==> config.mk <==
export PLATFORM = sky130hd
export DESIGN_NAME = capture_ctrl_flat
export DESIGN_NICKNAME = d
export VERILOG_FILES = /design/src/rtl/capture_ctrl_pkg.sv /design/src/rtl/capture_ctrl_if.sv /design/src/rtl/capture_ctrl_smpl_div.sv /design/src/rtl/capture_ctrl.sv /design/src/flat_wrapper.sv
export SDC_FILE = /design/constraint.sdc
export NUM_CORES = 1
export LEC_CHECK = 0
export ABC_AREA = 1
export BUFFER_PORTS_ARGS = -buffer_cell sky130_fd_sc_hd__buf_2
export CORE_ASPECT_RATIO = 1.2
export CORE_MARGIN = 2
export CORE_UTILIZATION = 41
export CTS_CLUSTER_SIZE = 12
export DETAILED_ROUTE_END_ITERATION = 6
export GPL_TIMING_DRIVEN = 0
export PLACE_DENSITY = 0.65
export SYNTH_ARGS = -nofsm -noshare
export SYNTH_HDL_FRONTEND = slang
export SYNTH_SLANG_ARGS = --single-unit
==> constraint.sdc <==
create_clock -name Mclk -period 3.05 [get_ports Mclk]
set_input_delay 0.305 -clock Mclk [delete_from_list [all_inputs] [get_ports Mclk]]
set_output_delay 0.305 -clock Mclk [all_outputs]
set_load 0.01 [all_outputs]
==> src/rtl/capture_ctrl_pkg.sv <==
// Shared definitions for the acquisition sequencer: state codes, default widths
// and the firmware auto-trigger mode code.
package capture_ctrl_pkg;

  localparam int AW_DEF = 12;
  localparam int DW_DEF = 16;

  // Trigger-block mode code used by firmware to force an unconditional trigger.
  localparam logic [7:0] MODE_AUTO_TRIG = 8'h20;

  typedef enum logic [2:0] {
    ST_IDLE = 3'd0,
    ST_PRE  = 3'd1,
    ST_WAIT = 3'd2,
    ST_POST = 3'd3,
    ST_DONE = 3'd4
  } state_t;

  // States in which the trigger block is released from reset and may fire.
  function automatic logic trig_armed(input state_t s);
    return (s == ST_WAIT) || (s == ST_POST);
  endfunction

endpackage

==> src/rtl/capture_ctrl_if.sv <==
// Control/status bundle between the capture sequencer (master) and the MCU,
// trigger block and sample buffer (slave).
interface capture_ctrl_if
  import capture_ctrl_pkg::*;
#(
  parameter int AW = AW_DEF,
  parameter int DW = DW_DEF
);

  logic          Arm;
  logic          Stop;
  logic [DW-1:0] Smpl_Div;
  logic [AW-1:0] Pre_Depth;
  logic [AW-1:0] Buf_Depth;
  logic          Start;
  logic          Trig_Rst;
  logic          Sampled;
  logic          Wr_En;
  logic [AW-1:0] Wr_Addr;
  logic [AW-1:0] Trig_Addr;
  logic          Busy;
  logic          Done;
  logic [2:0]    State;

  modport master (
    input  Arm, Stop, Smpl_Div, Pre_Depth, Buf_Depth, Start,
    output Trig_Rst, Sampled, Wr_En, Wr_Addr, Trig_Addr, Busy, Done, State
  );

  modport slave (
    output Arm, Stop, Smpl_Div, Pre_Depth, Buf_Depth, Start,
    input  Trig_Rst, Sampled, Wr_En, Wr_Addr, Trig_Addr, Busy, Done, State
  );

endinterface

==> src/rtl/capture_ctrl_smpl_div.sv <==
// Sample-rate divider: pulses Smp once every Div+1 enabled Mclk cycles,
// restarting its phase whenever Clr is asserted.
module smpl_div
  import capture_ctrl_pkg::*;
#(
  parameter int DW = DW_DEF
) (
  input  logic          Reset,
  input  logic          Mclk,
  input  logic          En,
  input  logic          Clr,
  input  logic [DW-1:0] Div,
  output logic          Smp
);

  logic [DW-1:0] cnt;

  // A restart never produces a strobe on the same cycle it realigns the phase.
  assign Smp = En && !Clr && (cnt == Div);

  // NOTE: state registers use non-blocking assignments so every flop samples pre-edge values.
  always_ff @(posedge Mclk or posedge Reset) begin
    if (Reset) begin
      cnt <= '0;
    end else if (Clr) begin
      cnt <= '0;
    end else if (En) begin
      cnt <= (cnt == Div) ? '0 : cnt + 1'b1;
    end
  end

endmodule

==> src/rtl/capture_ctrl.sv <==
// Acquisition sequencer: paces circular-buffer writes, fills the pre-trigger
// window, waits for Start, counts post-trigger samples and reports Done.
module capture_ctrl
  import capture_ctrl_pkg::*;
#(
  parameter int AW = AW_DEF,
  parameter int DW = DW_DEF
) (
  input logic            Reset,
  input logic            Mclk,
  capture_ctrl_if.master bus
);

  state_t        state, state_nx;
  logic          smp, busy, post_last;
  logic          trig_rst, sampled, wr_en, done;
  logic [AW-1:0] wr_addr, trig_addr, pre_cnt;
  logic [AW-1:0] bd_m1, pd_eff;
  logic [AW:0]   bd_eff, post_eff, post_cnt;

  // Buf_Depth=0 means a full buffer; its minus-one then wraps to all ones.
  always_comb begin
    bd_eff   = (bus.Buf_Depth == '0) ? {1'b1, {AW{1'b0}}} : {1'b0, bus.Buf_Depth};
    bd_m1    = bus.Buf_Depth - 1'b1;
    pd_eff   = (bus.Pre_Depth > bd_m1) ? bd_m1 : bus.Pre_Depth;
    post_eff = bd_eff - {1'b0, pd_eff};
  end

  assign busy      = (state == ST_PRE) || (state == ST_WAIT) || (state == ST_POST);
  assign post_last = (state == ST_POST) && (post_cnt == '0);

  smpl_div #(.DW(DW)) u_smpl_div (
    .Reset (Reset),
    .Mclk  (Mclk),
    .En    (busy),
    .Clr   (bus.Arm),
    .Div   (bus.Smpl_Div),
    .Smp   (smp)
  );

  always_comb begin
    // NOTE: state_nx gets a default first so no path through this block infers a latch.
    state_nx = state;
    if (bus.Stop) begin
      state_nx = ST_IDLE;
    end else if (bus.Arm) begin
      state_nx = ST_PRE;
    end else begin
      case (state)
        ST_PRE:  if (pre_cnt == '0 || (smp && pre_cnt == AW'(1))) state_nx = ST_WAIT;
        ST_WAIT: if (bus.Start) state_nx = ST_POST;
        ST_POST: if (post_last) state_nx = ST_DONE;
        default: ;
      endcase
    end
  end

  always_ff @(posedge Mclk or posedge Reset) begin
    if (Reset) begin
      state     <= ST_IDLE;
      trig_rst  <= 1'b1;
      sampled   <= 1'b0;
      wr_en     <= 1'b0;
      wr_addr   <= '0;
      trig_addr <= '0;
      done      <= 1'b0;
      pre_cnt   <= '0;
      post_cnt  <= '0;
    end else begin
      state    <= state_nx;
      trig_rst <= !trig_armed(state_nx);
      sampled  <= trig_armed(state_nx);
      // The strobe that lands while the last post sample is being written is not a sample.
      wr_en    <= smp && !bus.Stop && !post_last;
      if (wr_en) wr_addr <= wr_addr + 1'b1;

      if (!bus.Stop) begin
        if (bus.Arm) begin
          pre_cnt  <= pd_eff;
          post_cnt <= post_eff;
          done     <= 1'b0;
        end else begin
          if (state == ST_PRE && smp && pre_cnt != '0) pre_cnt <= pre_cnt - 1'b1;
          if (state == ST_POST && smp && post_cnt != '0) post_cnt <= post_cnt - 1'b1;
          if (state == ST_WAIT && bus.Start) trig_addr <= wr_addr;
          if (post_last) done <= 1'b1;
        end
      end
    end
  end

  assign bus.Trig_Rst  = trig_rst;
  assign bus.Sampled   = sampled;
  assign bus.Wr_En     = wr_en;
  assign bus.Wr_Addr   = wr_addr;
  assign bus.Trig_Addr = trig_addr;
  assign bus.Busy      = busy;
  assign bus.Done      = done;
  assign bus.State     = state;

endmodule

==> src/flat_wrapper.sv <==
// flat-port wrapper written by rule: the top's interface ports become plain ports
module capture_ctrl_flat import capture_ctrl_pkg::*;
#(
  parameter int AW = AW_DEF,
  parameter int DW = DW_DEF
)
  (Reset, Mclk, bus_Arm, bus_Stop, bus_Smpl_Div, bus_Pre_Depth, bus_Buf_Depth, bus_Start, bus_Trig_Rst, bus_Sampled, bus_Wr_En, bus_Wr_Addr, bus_Trig_Addr, bus_Busy, bus_Done, bus_State);
  capture_ctrl_if #(.AW(AW), .DW(DW)) bus_i ();
  input logic Reset;
  input logic Mclk;
  input wire logic [$bits(bus_i.Arm)-1:0] bus_Arm;
  input wire logic [$bits(bus_i.Stop)-1:0] bus_Stop;
  input wire logic [$bits(bus_i.Smpl_Div)-1:0] bus_Smpl_Div;
  input wire logic [$bits(bus_i.Pre_Depth)-1:0] bus_Pre_Depth;
  input wire logic [$bits(bus_i.Buf_Depth)-1:0] bus_Buf_Depth;
  input wire logic [$bits(bus_i.Start)-1:0] bus_Start;
  output wire logic [$bits(bus_i.Trig_Rst)-1:0] bus_Trig_Rst;
  output wire logic [$bits(bus_i.Sampled)-1:0] bus_Sampled;
  output wire logic [$bits(bus_i.Wr_En)-1:0] bus_Wr_En;
  output wire logic [$bits(bus_i.Wr_Addr)-1:0] bus_Wr_Addr;
  output wire logic [$bits(bus_i.Trig_Addr)-1:0] bus_Trig_Addr;
  output wire logic [$bits(bus_i.Busy)-1:0] bus_Busy;
  output wire logic [$bits(bus_i.Done)-1:0] bus_Done;
  output wire logic [$bits(bus_i.State)-1:0] bus_State;
  assign bus_i.Arm = bus_Arm;
  assign bus_i.Stop = bus_Stop;
  assign bus_i.Smpl_Div = bus_Smpl_Div;
  assign bus_i.Pre_Depth = bus_Pre_Depth;
  assign bus_i.Buf_Depth = bus_Buf_Depth;
  assign bus_i.Start = bus_Start;
  assign bus_Trig_Rst = bus_i.Trig_Rst;
  assign bus_Sampled = bus_i.Sampled;
  assign bus_Wr_En = bus_i.Wr_En;
  assign bus_Wr_Addr = bus_i.Wr_Addr;
  assign bus_Trig_Addr = bus_i.Trig_Addr;
  assign bus_Busy = bus_i.Busy;
  assign bus_Done = bus_i.Done;
  assign bus_State = bus_i.State;
  capture_ctrl #(.AW(AW), .DW(DW)) u_core (.Reset(Reset), .Mclk(Mclk), .bus(bus_i));
endmodule
==> results of run 1 <==
==> metal layers <==
metal  vias up  global-route usage, %  wire length (um)
met5         -                      0                 0
met4         0                   8.71               429
met3        29                   2.93               573
met2       131                   35.2              6930
met1      2427                   25.0              6260
li1       2708                      -                 -
==> worst reg2reg max path: stages (launching register included) <==
cell	delay, ps
dfrtp_1	440
xnor2_1	170
nand2_1	70
nor4_1	340
nand2_1	180
nor2_1	230
nand2_1	110
o21ai_1	390
clkbuf_1	400
nor2_1	80
a31oi_1	160
==> cells by family (layout without fill, tap and decap cells) <==
| group | Yosys count | in the layout | synth area share (%) |
|---|---|---|---|
| compound gates | 119 | 119 | 12.3 |
| xor+xnor | 46 | 46 | 7.32 |
| fa+ha+maj | 24 | 24 | 5.59 |
| buf+inv | 134 | 261 | 9.55 |
| flops | 72 | 72 | 32.8 |
| mux | 5 | 5 | 1.02 |
| simple gates | 362 | 362 | 31.5 |
==> layout make-up <==
class	instances	area [um2]
Buffer	18	104
Timing Repair Buffer	111	689
Tap cell	168	210
Multi-Input combinational cell	556	3480
Inverter	116	455
Clock inverter	7	71.3
Sequential cell	72	1800
Fill cell	1279	6140
Clock buffer	9	225
==> power groups by stage <==
stage          Combinational (mW)  Sequential, mW  Clock, mW
2_1_floorplan               0.606            1.10          0
3_3_place_gp                0.780            1.11          0
3_5_place_dp                0.790            1.11          0
4_1_cts                     0.884            1.10       1.08
5_1_grt                      1.10            1.11       1.12
6_report                    0.975            1.10       1.05
==> placed cells by master (no fill, tap or decap), drive strengths merged, types with 5 or more instances in the layout <==
| cell | n |
|---|---|
| a31oi | 7 |
| nor4 | 5 |
| nand2 | 170 |
| xnor2 | 16 |
| nor2 | 88 |
| o21ai | 54 |
| xor2 | 30 |
| inv | 116 |
| nand4 | 7 |
| clkbuf | 22 |
| a21oi | 30 |
| nand3 | 69 |
| ha | 23 |
| or2 | 5 |
| buf | 116 |
| o22ai | 9 |
| o211ai | 5 |
| nor3 | 15 |
| mux2 | 5 |
| dfrtp | 71 |
==> through the flow <==
stage | setup slack (ps) | cell area, um2 | setup TNS, ps
2_1_floorplan | -378 | 5540 | -3420
3_3_place_gp | -936 | 6130 | -10880
3_5_place_dp | -991 | 6130 | -11310
4_1_cts | -202 | 6800 | -1390
5_1_grt | -495 | 7040 | -4430
6_report | -285 | 7040 | -1670
==> timing repair <==
item | 4_1_cts | 5_1_grt
pin swaps | 26 | 17
setup buffers | 27 | 9
hold endpoints to repair | 0 | 0
resized for setup | 45 | 40
setup endpoints to repair | 12 | 13
==> sequential cells by signal, indices dropped and copies added, names as in the netlist <==
register and count:
u_core.bus.Sampled 1, u_core.bus.Wr_En 1, u_core.pre_cnt 12, u_core.u_smpl_div.cnt 16
u_core.bus.Trig_Rst 1, u_core.bus.Wr_Addr 12, u_core.post_cnt 13, u_core.bus.Trig_Addr 12
u_core.bus.Done 1, u_core.bus.State 3
==> worst paths after layout <==
kind / startpoint / to / slack (ps)
hold reg to reg: u_core.bus.Trig_Addr[5] / u_core.bus.Trig_Addr[5] / 490
setup / recovery: bus_Buf_Depth[5] / u_core.post_cnt[12] / -280
setup reg to reg: u_core.u_smpl_div.cnt[2] / u_core.pre_cnt[4] / 380
max in group asynchronous: Reset / u_core.pre_cnt[5] / 2310
min in group Mclk: bus_Stop / u_core.bus.State[0] / 190
hold / removal: Reset / u_core.bus.Trig_Addr[10] / 160
==> results.json, run 1 <==
{
  "cpMaxStageDelayCell": "ha_1",
  "status": "complete, but fails checks",
  "pwr-share-seq_pct": 35.2,
  "synth_fp_nets": 831,
  "finClkSkew_ps": 7.39,
  "cp.required_ps": 3310,
  "path_buf_inv": 6,
  "cp.depth": 26,
  "final_nets": 953,
  "yosysUniqueCellTypes": 48,
  "grt_pass1_vias": 5050,
  "post_drt_wl_per_cell_um": 13.4,
  "p_leak_nw": 3.45,
  "cp_common_cell": "nand3_2",
  "io_pins": 77,
  "track_usage_pct": 20.3,
  "final_hold_viol_count": 0,
  "netlist_top_cells_count": "153 x nand2_1, 112 x inv_1, 81 x nor2_1",
  "clock_latency_ps": 340,
  "crit_path_start_kind": "primary input",
  "ant_nets": 0,
  "grt_pass1_wl_um": 23000,
  "synth_area_mm2": 0.00550,
  "slowest_delay_ps": 310,
  "p_sw_share_pct": 33.9,
  "num_rows": 46,
  "place_congestion": 0.910,
  "end_kind": "register",
  "hpwl_um": 10300,
  "dr.first_iter.drc_count": 243,
  "synth_edf_count": 0,
  "io_buffers": 75,
  "p_comb_share_pct": 31.2,
  "start_util_pct": 41.8,
  "die_area_mm2": 0.0144,
  "drive_gt1_share_pct": 27.9,
  "worst_hold_path_type": "in2async",
  "final-setup-viol-count": 12,
  "postCtsHoldBufs": 0,
  "num_antenna_cells": 0,
  "p_sw_mw": 1.06,
  "maxCapViolations": 0,
  "ir_drop_v": 0.000296,
  "cts_tree": "done",
  "p_per_area_mw_per_mm2": 443,
  "synth.avg_cell_area_um2": 7.22,
  "antenna_found_initial": 0,
  "clkPwrFrac_pct": 33.6,
  "die-height_um": 131,
  "fin_crit_ps": 3330,
  "rr_worst_depth": 10,
  "layout_setup_ws_ps": -285,
  "yosys.area.top_type": "dfrtp_1",
  "cts.sinks": 72,
  "cts.path.max_buffers": 2,
  "cp_data_arrival_time_ps": 3600,
  "grt_max_degree": 73,
  "synthMostInstantiatedCell": "nand2_1",
  "die_w_um": 110,
  "internal-power_mw": 2.06,
  "fmax_mhz": 300,
  "worst_pin_slew_ps": 884,
  "htreeDepth": 3,
  "maxSlewHeadroom_pct": 41.0,
  "worstSetupPathType": "in2reg",
  "rsz0062_at_grt": "yes",
  "core_area_mm2": 0.0132,
  "cts_inserted_buffers": 9,
  "finalPower_mw": 3.12,
  "hold_ws_ps": 155,
  "stdcell_count": 1057,
  "grt_overflow": 0,
  "synthCells": 762,
  "violations": "setup timing",
  "drv_slew": 0,
  "path_clk_slew_ps": 60,
  "clockRootBuffer": "clkbuf_16",
  "areaGrowthSynthToFinish_pct": 27.9,
  "num_vias": 5295,
  "utilization_pct": 53.4,
  "wl_um": 14200,
  "period_share_pct": 109,
  "first_pass_iters": 5,
  "path_max_fanout": 6,
  "critPathTopFamily": "simple AND/OR/NAND/NOR gates",
  "drc": 0,
  "yosys_warnings": 0,
  "yosysSeqAreaShare_pct": 32.8,
  "yosys_register_bits": 72,
  "async_flop_share_pct": 100,
  "vias_per_cell": 5.01,
  "synth_ff_type": "dfrtp_1",
  "yosysTopAreaCellShare_pct": 32.3,
  "dp_cells": 1005,
  "synth_area_leaders": "dfrtp_1 32%, nand2_1 10%, inv_1 7.6%"
}
Power figures use the tool's default switching activity.
==> inputs of run 2 (changes only) <==
--- a/config.mk
+++ b/config.mk
@@ -13,7 +13,7 @@
 export CTS_CLUSTER_SIZE = 12
 export DETAILED_ROUTE_END_ITERATION = 6
 export GPL_TIMING_DRIVEN = 0
-export PLACE_DENSITY = 0.65
+export PLACE_DENSITY = 0.68
 export SYNTH_ARGS = -nofsm -noshare
 export SYNTH_HDL_FRONTEND = slang
 export SYNTH_SLANG_ARGS = --single-unit
==> constraint.sdc (replaced) <==
create_clock -name Mclk -period 2.7 [get_ports Mclk]
set_input_delay 0.27 -clock Mclk [delete_from_list [all_inputs] [get_ports Mclk]]
set_output_delay 0.27 -clock Mclk [all_outputs]
set_load 0.01 [all_outputs]
==> run 2 against run 1 <==
Effect of this change: the run still ends with setup timing left; via count rose by 0.49%; critical path depth increased by 3; flip-flop and latch count unchanged; die area did not move; core utilization rose by 0.93 points; final area rose by 1.7%; power increased by 14%; global-route usage is 0.57 points lower; critical path type unchanged; largest cell class unchanged; highest routed layer unchanged.
==> results.json, run 2 (synthesis results as in run 1) <==
{
  "p_per_area_mw_per_mm2": 496,
  "critPathTopFamily": "simple AND/OR/NAND/NOR gates",
  "top_regs": "u_core.u_smpl_div.cnt (16), u_core.post_cnt (13)",
  "worst_pin_slew_ps": 623,
  "core_area_mm2": 0.0132,
  "place_congestion": 0.900,
  "cp.required_ps": 2920,
  "stdcell_count": 1050,
  "path_max_fanout": 5,
  "crit_path_start_kind": "primary input",
  "cts_tree": "done",
  "utilization_pct": 54.4,
  "grt_pass1_vias": 4940,
  "num_vias": 5321,
  "wl_um": 14200,
  "dp_cells": 1006,
  "clockRootBuffer": "clkbuf_16",
  "maxCapViolations": 0,
  "cts_inserted_buffers": 9,
  "place_ws_ps": -1380,
  "die_w_um": 110,
  "grt_pass1_wl_um": 22500,
  "die-height_um": 131,
  "track_usage_pct": 19.8,
  "fin_crit_ps": 3320,
  "status": "complete, but fails checks",
  "slowest_delay_ps": 370,
  "cp_common_cell": "nand2_2",
  "p_leak_nw": 3.48,
  "path_buf_inv": 5,
  "worstSetupPathType": "in2reg",
  "end_kind": "register",
  "htreeDepth": 3,
  "cp_data_arrival_time_ps": 3550,
  "fmax_mhz": 301,
  "start_util_pct": 41.8,
  "clock_latency_ps": 340,
  "violations": "setup timing",
  "final_nets": 948,
  "cts.path.max_buffers": 2,
  "hpwl_um": 10300,
  "layout_setup_ws_ps": -623,
  "period_share_pct": 123,
  "io_pins": 77,
  "final_hold_viol_count": 0,
  "worst_hold_path_type": "in2reg",
  "hp-start": "bus_Stop",
  "fin_tns_setup_ps": -6470,
  "cpMaxStageDelayCell": "fa_2",
  "die_area_mm2": 0.0144,
  "final_cell_mix": "133 x nand2_1, 100 x inv_1, 76 x nor2_1",
  "grt_overflow": 0,
  "drc": 0,
  "crit_start": "bus_Buf_Depth[6]",
  "final-setup-viol-count": 12,
  "path_clk_slew_ps": 60,
  "num_antenna_cells": 0,
  "vias_per_cell": 5.07,
  "ant_nets": 0,
  "drive_gt1_share_pct": 29.1,
  "ir_drop_v": 0.000345,
  "n_fill_cell": 1231,
  "maxSlewHeadroom_pct": 58.5,
  "dr.first_iter.drc_count": 302,
  "hold_ws_ps": 156,
  "first_pass_iters": 4,
  "antenna_found_initial": 0,
  "io_buffers": 75,
  "grt_max_degree": 57,
  "drv_slew": 0,
  "largest_register_ffs": 16,
  "num_rows": 46,
  "cts.sinks": 72,
  "post_drt_wl_per_cell_um": 13.5,
  "rr_startpoint": "u_core.u_smpl_div.cnt[11]",
  "finClkSkew_ps": 5.97,
  "areaGrowthSynthToFinish_pct": 30.2,
  "rsz0062_at_grt": "yes",
  "largest_register": "u_core.u_smpl_div.cnt",
  "mostFrequentLayoutCell": "nand2_1"
}
[run 2: cell count changes in the layout (fill, tap and decap cells not counted), sizes merged]
cell         change
clkinv           +3
buf              -7
dlygate4sd3      +1
clkinvlp         -3
inv              -1
[run 2: final timing paths]
kind	end	cells past startpoint	slack (ps)
setup / recovery	u_core.post_cnt[10]	29	-620
hold / removal	u_core.bus.State[0]	2	160
setup reg to reg	u_core.post_cnt[11]	11	250
hold reg to reg	u_core.bus.Trig_Addr[3]	2	470
max in group asynchronous	u_core.bus.Trig_Rst	4	1700
min in group asynchronous	u_core.bus.Trig_Addr[10]	3	420
[run 2: stage by stage]
stage / total power [mW] / area [um2]
2_1_floorplan: 1.92 / 5540
3_3_place_gp: 2.14 / 6130
3_5_place_dp: 2.16 / 6160
4_1_cts: 3.38 / 6700
5_1_grt: 3.76 / 7160
6_report: 3.55 / 7160
[run 2: metal layers]
layer	global-route usage (%)	vias to the layer above	routed length, um
met5	0	-	0
met4	6.63	0	320
met3	2.43	25	488
met2	35.4	118	7210
met1	24.4	2462	6170
li1	-	2716	-
[run 2: power breakdown]
part	switching (mW)	internal (mW)	total, mW	leakage (nW)
logic	0.695	0.483	1.18	2.40
clock network	0.436	0.697	1.13	0.141
registers	0.0791	1.16	1.24	0.940
total	1.21	2.34	3.55	3.48
[run 2: repair_timing]
action | 4_1_cts | 5_1_grt
setup buffers | 13 | 18
endpoints found under the setup margin | 18 | 28
gates resized for setup | 43 | 76
hold endpoints to repair | 16 | 0
hold buffers | 1 | 0
pin swaps | 29 | 38
gates cloned | 1 | 0
[run 2: cell type report]
cell class,instances,area [um2],share of cell area [%]
inverters,116,463,6.46
well taps,168,210,2.93
clock buffers,9,225,3.14
repair buffers,105,688,9.61
clock inverters,5,50.0,0.699
multi-input cells,556,3600,50.3
plain buffers,18,106,1.48
flip-flops and latches,72,1800,25.2
repair inverters,1,16.3,0.227
==> inputs of run 3 (changes only) <==
--- a/config.mk
+++ b/config.mk
@@ -8,7 +8,7 @@
 export ABC_AREA = 1
 export BUFFER_PORTS_ARGS = -buffer_cell sky130_fd_sc_hd__buf_2
 export CORE_ASPECT_RATIO = 1.2
-export CORE_MARGIN = 2
+export CORE_MARGIN = 10
 export CORE_UTILIZATION = 41
 export CTS_CLUSTER_SIZE = 12
 export DETAILED_ROUTE_END_ITERATION = 6
==> run 3 against run 2 <==
Effect of this change: the run still ends with setup timing left; first-iteration DRC count is 1.7% higher; sequential share of layout area is 0.79 points higher; flip-flop and latch count stayed put; largest cell class unchanged.
==> results.json, run 3 (synthesis results as in run 1) <==
{
  "status": "complete, but fails checks",
  "violations": "setup timing",
  "drv_slew": 0,
  "final_hold_viol_count": 0,
  "place_congestion": 0.865,
  "cts_tree": "done",
  "hold_ws_ps": 112,
  "die_area_mm2": 0.0185,
  "place_ws_ps": -1390,
  "fin_crit_ps": 3340,
  "layout_setup_ws_ps": -642,
  "drive_gt1_share_pct": 26.5,
  "areaGrowthSynthToFinish_pct": 26.2,
  "cp.required_ps": 2960,
  "ir_drop_v": 0.000347,
  "reg2reg_slack_ps": 280,
  "internal-power_mw": 2.51,
  "p_per_area_mw_per_mm2": 530,
  "crit_path_start_kind": "primary input",
  "cts.path.max_buffers": 2,
  "maxSlewHeadroom_pct": 41.5,
  "path_clk_slew_ps": 60,
  "num_rows": 46,
  "largest_register_ffs": 16,
  "grt_pass1_vias": 5377,
  "clockRootBuffer": "clkbuf_16",
  "die-height_um": 147,
  "p_sw_share_pct": 31.9,
  "fin_tns_setup_ps": -5920,
  "end_kind": "register",
  "p_sw_mw": 1.17,
  "rr_startpoint": "u_core.post_cnt[0]",
  "final_cell_mix": "139 x nand2_1, 103 x inv_1, 77 x nor2_1",
  "p_leak_nw": 3.44,
  "placed_area_mm2": 0.00613,
  "path_max_fanout": 6,
  "hpwl_um": 10700,
  "post_drt_wl_per_cell_um": 13.9,
  "finalPower_mw": 3.68,
  "fmax_mhz": 299,
  "cts_inserted_buffers": 9,
  "top_regs": "u_core.u_smpl_div.cnt (16), u_core.post_cnt (13)",
  "maxCapViolations": 0,
  "cp_data_arrival_time_ps": 3600,
  "core_area_mm2": 0.0132,
  "worst_pin_slew_ps": 877,
  "r2r_end": "u_core.post_cnt[8]",
  "mostFrequentLayoutCell": "nand2_1",
  "num_antenna_cells": 0,
  "period_share_pct": 124,
  "pwr-share-seq_pct": 33.8,
  "cts.sinks": 72,
  "ant_nets": 0,
  "clock_latency_ps": 340,
  "grt_max_degree": 73,
  "n_fill_cell": 1286,
  "worstSetupPathType": "in2reg",
  "wl_um": 14500,
  "vias_per_cell": 5.04,
  "io_buffers": 75,
  "first_pass_iters": 5,
  "largest_register": "u_core.u_smpl_div.cnt",
  "htreeDepth": 3,
  "finClkSkew_ps": 7.49,
  "final_nets": 942,
  "rr_worst_depth": 13,
  "rsz0062_at_grt": "yes",
  "postCtsHoldBufs": 0,
  "grt_pass1_wl_um": 24700,
  "clkPwrFrac_pct": 37.8,
  "num_vias": 5273,
  "start_util_pct": 41.8,
  "die_w_um": 126,
  "grt_overflow": 0,
  "dr.first_iter.drc_count": 307,
  "track_usage_pct": 15.8,
  "final-setup-viol-count": 12,
  "p_comb_share_pct": 28.4,
  "stdcell_area_mm2": 0.00695,
  "io_pins": 77,
  "drc": 0,
  "worst_hold_path_type": "in2async",
  "antenna_found_initial": 0
}
[run 3: per-layer routing]
| layer | track usage (%) | part of all wire (%) | wire (um) |
|---|---|---|---|
| met2 | 26.5 | 47 | 6840 |
| met3 | 3.42 | 5.1 | 735 |
| met1 | 18.8 | 45 | 6540 |
| met4 | 7.30 | 2.7 | 397 |
| met5 | 0 | 0 | 0 |
[run 3: power groups by stage]
stage / Combinational (mW) / Sequential (mW) / Clock [mW]
5_1_grt: 1.18 / 1.26 / 1.46
6_report: 1.05 / 1.24 / 1.39
4_1_cts: 1.00 / 1.24 / 1.42
2_1_floorplan: 0.685 / 1.24 / 0
3_5_place_dp: 0.888 / 1.26 / 0
3_3_place_gp: 0.875 / 1.26 / 0
[run 3: how the worst max path moves through the flow]
stage,depth (start not counted),startpoint,slack (ps),end
3_5_place_dp,26,bus_Buf_Depth[8],-1390,u_core.post_cnt[8]
6_report,24,bus_Buf_Depth[3],-640,u_core.post_cnt[12]
5_1_grt,28,bus_Buf_Depth[8],-860,u_core.post_cnt[11]
2_1_floorplan,29,bus_Buf_Depth[2],-690,u_core.post_cnt[10]
3_3_place_gp,26,bus_Buf_Depth[8],-1320,u_core.post_cnt[8]
4_1_cts,27,bus_Buf_Depth[2],-550,u_core.post_cnt[6]
[run 3: repair_timing]
action | in CTS | in global routing
cloned | 2 | 0
pin swaps | 35 | 11
setup buffers | 23 | 5
endpoints found under the setup margin | 17 | 28
resized for setup | 51 | 25
hold endpoints to repair | 0 | 0
[run 3: final cells by class]
type	count	area [um2]	area share, %
Sequential cell	72	1800	26.0
Clock buffer	10	239	3.44
Tap cell	168	210	3.03
Buffer	18	106	1.53
Inverter	116	458	6.59
Clock inverter	6	116	1.68
Timing Repair Buffer	99	592	8.52
Multi-Input combinational cell	556	3420	49.2
Timing Repair inverter	1	6.26	0.0901
[run 3: critical path: stages]
cell and delay (ps):
clkbuf_4 150, inv_4 60, nand2_4 50, nor2_4 130, nand3_2 120, nor2_4 110, xnor2_2 70, ha_1 320
nand3_2 100, nor2_1 50, nor2_2 180, nand3_4 110, nand2_4 80, buf_12 130, inv_8 40, o21ai_0 340
ha_1 360, inv_1 90, o21bai_1 110, a21boi_2 230, nand3_1 110, nand2_1 70, nand3_1 100, a21oi_1 170
[run 3: stage by stage]
step / instances / utilization [%]
2_1_floorplan: 762 / -
3_3_place_gp: 1005 / 46.5
3_5_place_dp: 1005 / 46.5
4_1_cts: 1041 / 51.9
5_1_grt: 1046 / 52.7
6_report: 1046 / 52.7
